File: src/rtl/cpu_types_pkg.sv
// Shared types for the MIPS datapath: fetch FSM states, next-PC select codes
// and small word-address helpers used by the fetch stage.
package cpu_types_pkg;

    localparam int unsigned WORD_W     = 32;
    localparam int unsigned JIDX_W     = 26;
    localparam logic [31:0] WORD_BYTES = 32'd4;
    localparam logic [31:0] ALIGN_MASK = 32'h0000_0003;
    localparam logic [31:0] REGION_MSK = 32'hF000_0000;

    typedef logic [WORD_W-1:0] word_t;

    typedef enum logic [1:0] {
        FETCH  = 2'b00,
        EXEC   = 2'b01,
        HALTED = 2'b10
    } fetch_state_t;

    typedef enum logic [1:0] {
        JSEL_SEQ = 2'b00,
        JSEL_BR  = 2'b01,
        JSEL_JR  = 2'b10,
        JSEL_J   = 2'b11
    } jumpsel_t;

    // Clears the byte-offset bits so any value becomes a legal PC.
    function automatic word_t word_align(input word_t addr);
        return addr & ~ALIGN_MASK;
    endfunction

endpackage

File: src/rtl/pc_next_logic.sv
// Combinational next-PC selection: sequential, PC-relative branch, register
// jump and pseudo-direct jump. All arithmetic wraps modulo 2^32.
module pc_next_logic
    import cpu_types_pkg::*;
(
    input  logic [31:0]       i_pc,
    input  jumpsel_t          i_jump_sel,
    input  logic              i_branch_taken,
    input  logic [31:0]       i_ext_imm,
    input  logic [31:0]       i_rs_data,
    input  logic [JIDX_W-1:0] i_jidx,
    output logic [31:0]       o_pc_plus4,
    output logic [31:0]       o_next_pc
);

    logic [31:0] w_pc_plus4;
    logic [31:0] w_branch_tgt;
    logic [31:0] w_jr_tgt;
    logic [31:0] w_j_tgt;

    assign w_pc_plus4   = i_pc + WORD_BYTES;
    assign w_branch_tgt = w_pc_plus4 + (i_ext_imm << 2);
    assign w_jr_tgt     = word_align(i_rs_data);
    // Pseudo-direct jump keeps the 256 MB region of the delay-slot address.
    assign w_j_tgt      = {w_pc_plus4[31:28], i_jidx, 2'b00};

    assign o_pc_plus4 = w_pc_plus4;

    always_comb begin
        // NOTE: default assignment first so every path drives o_next_pc and no latch is inferred.
        o_next_pc = w_pc_plus4;
        unique case (i_jump_sel)
            JSEL_SEQ: o_next_pc = w_pc_plus4;
            JSEL_BR:  o_next_pc = i_branch_taken ? w_branch_tgt : w_pc_plus4;
            JSEL_JR:  o_next_pc = w_jr_tgt;
            JSEL_J:   o_next_pc = w_j_tgt;
        endcase
    end

endmodule

File: src/rtl/fetch_unit.sv
// Instruction fetch stage: owns the PC, the fetched-instruction latch and the
// FETCH/EXEC/HALTED sequencing that paces the single-cycle datapath.
module fetch_unit
    import cpu_types_pkg::*;
#(
    parameter logic [31:0] PC_INIT = 32'h0000_0000
) (
    input  logic        CLK,
    input  logic        RST,
    input  logic        ihit,
    input  logic [31:0] imemload,
    input  logic        dhit,
    input  logic        dmem_pending,
    input  jumpsel_t    JumpSel,
    input  logic        branch_taken,
    input  logic [31:0] ext_imm,
    input  logic [31:0] rs_data,
    input  logic        Halt,
    output logic        imemREN,
    output logic [31:0] imemaddr,
    output logic [31:0] Instr,
    output logic        instr_valid,
    output logic [31:0] pc_plus4,
    output logic        halt
);

    fetch_state_t r_state;
    logic [31:0]  r_pc;
    logic [31:0]  r_instr;
    logic         r_instr_valid;
    logic         r_halt;

    logic [31:0]  w_next_pc;
    logic [31:0]  w_pc_plus4;
    logic         w_dmem_wait;

    pc_next_logic u_pc_next (
        .i_pc           (r_pc),
        .i_jump_sel     (JumpSel),
        .i_branch_taken (branch_taken),
        .i_ext_imm      (ext_imm),
        .i_rs_data      (rs_data),
        .i_jidx         (r_instr[JIDX_W-1:0]),
        .o_pc_plus4     (w_pc_plus4),
        .o_next_pc      (w_next_pc)
    );

    assign w_dmem_wait = dmem_pending && !dhit;

    // NOTE: reset is synchronous, so it lives inside the clocked branch and wins over any ihit in the same cycle.
    always_ff @(posedge CLK) begin
        if (RST) begin
            r_state       <= FETCH;
            r_pc          <= word_align(PC_INIT);
            r_instr       <= '0;
            r_instr_valid <= 1'b0;
            r_halt        <= 1'b0;
        end else begin
            // NOTE: non-blocking assignments so every register samples pre-edge values.
            unique case (r_state)
                FETCH: begin
                    if (ihit) begin
                        r_instr       <= imemload;
                        r_instr_valid <= 1'b1;
                        r_state       <= EXEC;
                    end
                end
                EXEC: begin
                    if (Halt) begin
                        r_halt        <= 1'b1;
                        r_instr_valid <= 1'b0;
                        r_state       <= HALTED;
                    end else if (!w_dmem_wait) begin
                        r_pc          <= w_next_pc;
                        r_instr_valid <= 1'b0;
                        r_state       <= FETCH;
                    end
                end
                HALTED: begin
                    r_instr_valid <= 1'b0;
                end
                default: begin
                    r_state       <= FETCH;
                    r_instr_valid <= 1'b0;
                end
            endcase
        end
    end

    assign imemREN     = (r_state == FETCH);
    assign imemaddr    = r_pc;
    assign Instr       = r_instr;
    assign instr_valid = r_instr_valid;
    assign pc_plus4    = w_pc_plus4;
    assign halt        = r_halt;

endmodule

File: config.mk
export PLATFORM = sky130hd
export DESIGN_NAME = fetch_unit
export DESIGN_NICKNAME = d
export VERILOG_FILES = /design/src/rtl/cpu_types_pkg.sv /design/src/rtl/pc_next_logic.sv /design/src/rtl/fetch_unit.sv
export SDC_FILE = /design/constraint.sdc
export NUM_CORES = 1
export LEC_CHECK = 0
export BUFFER_PORTS_ARGS = -buffer_cell sky130_fd_sc_hd__buf_2
export CELL_PAD_IN_SITES_DETAIL_PLACEMENT = 1
export CELL_PAD_IN_SITES_GLOBAL_PLACEMENT = 1
export CORE_ASPECT_RATIO = 1.25
export CORE_MARGIN = 1.5
export CORE_UTILIZATION = 37
export DETAILED_ROUTE_END_ITERATION = 8
export GPL_TIMING_DRIVEN = 0
export PLACE_DENSITY = 0.86
export SLEW_MARGIN = 30
export SYNTH_ARGS = -nofsm -noshare
export SYNTH_HDL_FRONTEND = slang
export SYNTH_HIERARCHICAL = 1
export SYNTH_SLANG_ARGS = --single-unit
File: constraint.sdc
create_clock -name CLK -period 4.2 [get_ports CLK]
set_clock_uncertainty 0.05 [all_clocks]
set_input_delay 0.84 -clock CLK [delete_from_list [all_inputs] [get_ports CLK]]
set_output_delay 0.84 -clock CLK [all_outputs]
set_load 0.01 [all_outputs]
==> flow_summary.ini, run 1 <==
[status]
status = completed

[finish]
drive_gt1_frac = 0.2945
utilization = 0.4989
final_common_cell = buf_2
nets = 1063
layout.cells.most_common_list = buf_2, mux2i_1, nand2b_1
instances_no_fill = 1136
n_fill_cell = 1943
fin_area_sq_mm = 0.007553
area_delta_synth_final_pct = 30.64

[timing]
maxSlewViolCount = 0
maxSlewHeadroom = 0.4290
setup_viol = 0
setup_slack_ns = 0.1026
period_share = 0.9756
tns_ns = 0
hold_viol_final = 0
fmax_mhz = 244.1
final.min_clock_period_ns = 4.097
whs_ns = 0.4267
rsz0062_at_grt = true
tightest_slew_ns = 0.8534

[logic_synthesis]
synthFlopType = dfxtp_1
ys_warn_count = 6
yosysTopAreaCellShare = 0.2354
ys_seq_area_frac = 0.2354
syn-num-nets = 847
synth_cell_type_count = 63
synth_area_leaders = dfxtp_1, mux2i_1, nand2b_1
synth_top_cell_by_area = dfxtp_1
synth_edf_count = 0
syn-cell-area_sq_mm = 0.005782
yosys_register_bits = 68
synth_area_per_cell_sq_um = 8.178
postSynthCellCount = 707
async_reset_ff_frac = 0

[floorplanning]
fp-row-count = 50
dieArea_sq_mm = 0.01639
dieHeight_microns = 142.8
ios = 204
coreArea_sq_mm = 0.01514
die_width_microns = 114.8
start_util = 0.3819

[detailed_routing]
drtIter0Drc = 293
postRouteAntennaNets = 0
via_per_inst = 5.478
first_pass_iters = 6
via_count = 6223
drc = 0
wire_per_inst_microns = 20.23
wirelength_microns = 22980

[global_routing]
grt_max_degree = 12
grt_use_total = 0.2690
grt_overflow = 0
antenna_found_initial = 1
grt_first_pass_wirelength_microns = 33680
grt_pass1_vias = 6288

[place]
dp_slack_ns = -0.4972
hpwl_microns = 17530
placed_area_sq_mm = 0.007028
numPortBuffers = 197
dp_cells = 1112
gp_congestion = 0.9020

[worst_setup_path]
critPathMaxFanout = 6
worstSetupPathType = reg -> reg
rr_worst_depth = 16
startpoint_type = register
cp.required_ns = 4.42
endpoint_kind = register
cp.arrival_ns = 4.32

[job]
cap_violations = 0

[clock_network]
clk_latency_ns = 0.34
cts-root-buf = clkbuf_16
ctsHtreeMaxLevel = 3
clock_path_buffers = 2
tritoncts = done
cts_sinks = 68
cts_buffers = 9
path_clk_slew_ns = 0.05

[power]
max-vdd-ir-drop_v = 0.0002049
power_density_mw_per_mm2 = 258.9
power_leakage_nw = 3.647
p_total_mw = 1.956

[hold_path]
hold_class = reg -> reg
min_path_cells = 2
where the power goes:
| part | internal [mW] | total [mW] | switching, mW |
|---|---|---|---|
| combinational | 0.212 | 0.488 | 0.276 |
| sequential | 0.677 | 0.710 | 0.0333 |
| clock | 0.454 | 0.758 | 0.303 |
| total | 1.34 | 1.96 | 0.612 |
worst paths after layout:
check,start,end,slack (ns)
max,imemaddr[8],imemaddr[25],0.10
max reg2reg,imemaddr[8],imemaddr[25],0.10
min reg2reg,halt,halt,0.43
min,halt,halt,0.43
layout make-up:
cell class | count | area, sq um | area share
diodes | 1 | 2.502 | 0.0003313
plain buffers | 41 | 235.2 | 0.03114
clock buffers | 10 | 229.0 | 0.03031
clock inverters | 5 | 53.80 | 0.007123
inverters | 15 | 56.30 | 0.007454
multi-input cells | 583 | 4303 | 0.5697
flip-flops and latches | 68 | 1368 | 0.1811
well taps | 208 | 260.3 | 0.03445
repair buffers | 205 | 1046 | 0.1385
logic make-up after synthesis:
logic type	after synthesis	share of synthesized area
fa+ha+maj	35	0.07704
xor+xnor	47	0.07250
compound gates	145	0.1597
flops	68	0.2354
buf+inv	56	0.05042
simple gates	264	0.2448
mux	92	0.1601
flip-flops by register name, indices dropped and copies added (netlist names):
signal	count
r_state	2
instr_valid	1
imemaddr	32
Instr	32
halt	1
cells in the mapped netlist (12+ instances only):
master / number
clkbuf_1: 23
xor2_1: 18
nand2_1: 42
nand3_1: 18
a21oi_1: 54
a211oi_1: 12
dfxtp_1: 68
o21ai_0: 22
mux2i_1: 88
ha_1: 34
inv_1: 15
nor2_1: 73
xnor2_1: 28
nand2b_1: 73
layer usage:
layer	global-route usage	wire length, microns	part of all wire	vias up
li1	-	-	-	2932
met2	0.4863	11820	0.51	218
met3	0.05645	1386	0.060	46
met1	0.3073	8997	0.39	3027
met5	0	0	0	-
met4	0.1059	775	0.034	0
critical path: stages, from the launching register on:
cell	delay (ns)
dfxtp_2	0.41
and4_2	0.32
nand3_4	0.14
nor3_4	0.21
nand2_1	0.11
xnor2_2	0.25
ha_1	0.34
a21o_1	0.20
a221o_1	0.38
a41oi_2	0.26
o31ai_4	0.14
a31oi_2	0.29
and2_1	0.19
mux2_2	0.33
nor3_1	0.21
nand2b_1	0.08
mux2i_1	0.12
what timing repair did:
action | in CTS | in global routing
hold buffers | 0 | 0
pin swaps | 3 | 2
gates resized for setup | 17 | 18
hold endpoints to repair | 0 | 0
setup buffers | 2 | 6
setup endpoints to repair | 12 | 14
No activity file was read; power rests on OpenSTA's default activity.
==> run 2, diff against run 1 <==
Settings changed: REMOVE_ABC_BUFFERS set to 1.
==> flow_summary.ini, run 2 (same netlist as run 1, synthesis figures left out) <==
[place]
hpwl_microns = 14390
dp_slack_ns = -0.6491
numPortBuffers = 199
dp_cells = 1080
gp_congestion = 0.8196
placed_area_sq_mm = 0.006905

[global_routing]
grt_pass1_vias = 5955
grt_use_total = 0.2341
grt_first_pass_wirelength_microns = 30230
antenna_found_initial = 2
grt_overflow = 0
grt_max_degree = 72

[clock_network]
tritoncts = done
cts_buffers = 9
clock_path_buffers = 2
cts_hold_buffers = 0
cts-root-buf = clkbuf_16
ctsHtreeMaxLevel = 3
cts_sinks = 68
clk_latency_ns = 0.34
path_clk_slew_ns = 0.06

[finish]
drive_gt1_frac = 0.2968
final_common_cell = buf_2
layout.cells.most_common_list = buf_2, mux2i_1, nand2b_1
instances_no_fill = 1104
fin_area_sq_mm = 0.007402
utilization = 0.4889
area_delta_synth_final_pct = 28.02
nets = 1028

[timing]
tightest_slew_ns = 0.8709
period_share = 0.9490
hold_viol_final = 0
maxSlewViolCount = 0
setup_slack_ns = 0.2142
tns_ns = 0
rsz0062_at_grt = false
fmax_mhz = 250.9
maxSlewHeadroom = 0.4172
setup_viol = 0
final.min_clock_period_ns = 3.986
whs_ns = 0.4263

[floorplanning]
fp-row-count = 50
ios = 204
die_width_microns = 114.8
start_util = 0.3819
dieArea_sq_mm = 0.01639
coreArea_sq_mm = 0.01514
dieHeight_microns = 142.8

[power]
p_total_mw = 1.940
power_density_mw_per_mm2 = 262.1
power_leakage_nw = 3.562
max-vdd-ir-drop_v = 0.0001505

[worst_setup_path]
critPathMaxFanout = 7
startpoint_type = register
r2r_start = imemaddr[7]
r2r_slack_ns = 0.21
rr_worst_depth = 16
reg2reg_to = imemaddr[25]
worstSetupPathType = reg -> reg
cp.arrival_ns = 4.21
endpoint_kind = register
cp.required_ns = 4.42

[hold_path]
min_path_cells = 2
hold_class = reg -> reg
worstHoldStart = halt
holdPathEnd = halt

[detailed_routing]
first_pass_iters = 4
drtIter0Drc = 199
wire_per_inst_microns = 17.56
drc = 0
via_count = 5839
postRouteAntennaNets = 0
via_per_inst = 5.289
wirelength_microns = 19390

[status]
status = completed

[job]
cap_violations = 0
==> run 2: cell type report <==
class | instances | area, sq um
diodes | 3 | 7.507
clock buffers | 10 | 229.0
clock inverters | 6 | 65.06
fillers | 1950 | 7737
inverters | 15 | 56.30
multi-input cells | 583 | 4292
flip-flops and latches | 68 | 1366
well taps | 208 | 260.3
repair buffers | 211 | 1126
==> run 2: layer usage <==
metal  track usage  wire, microns  up-vias
li1              -              -     2863
met1        0.2628           7994     2820
met2        0.4311          10170      127
met3       0.04669            775       29
met4       0.09097            454        0
met5             0              0        -
==> run 2: repair_timing <==
item                                    in CTS  in global routing
gates resized for setup                     16                 16
setup buffers                                3                  2
endpoints found under the setup margin      16                 10
pin swaps                                    3                  2
==> run 2: critical path: stages, from the launching register on <==
cell	delay, ns
dfxtp_2	0.41
and4_4	0.28
nand3_4	0.14
nor3_4	0.25
nand2_1	0.12
xnor2_2	0.18
ha_1	0.36
a21o_1	0.20
a221o_1	0.39
a41oi_2	0.26
o31ai_4	0.15
a31oi_4	0.23
and2_1	0.17
mux2_2	0.34
nor3_1	0.19
nand2b_1	0.08
mux2i_1	0.12
==> run 2: worst max path at each step <==
stage	startpoint	to	cells after the start
global route	imemaddr[6]	imemaddr[28]	19
finish	imemaddr[7]	imemaddr[25]	16
global placement	ihit	Instr[9]	4
detailed placement	imemaddr[7]	imemaddr[25]	16
CTS	imemaddr[8]	imemaddr[25]	16
floorplan	ihit	Instr[0]	3
==> run 2: where the power goes <==
group | leakage, nW | internal, mW | switching [mW]
Clock | 0.142 | 0.460 | 0.316
Sequential | 0.557 | 0.676 | 0.0286
Combinational | 2.86 | 0.208 | 0.251
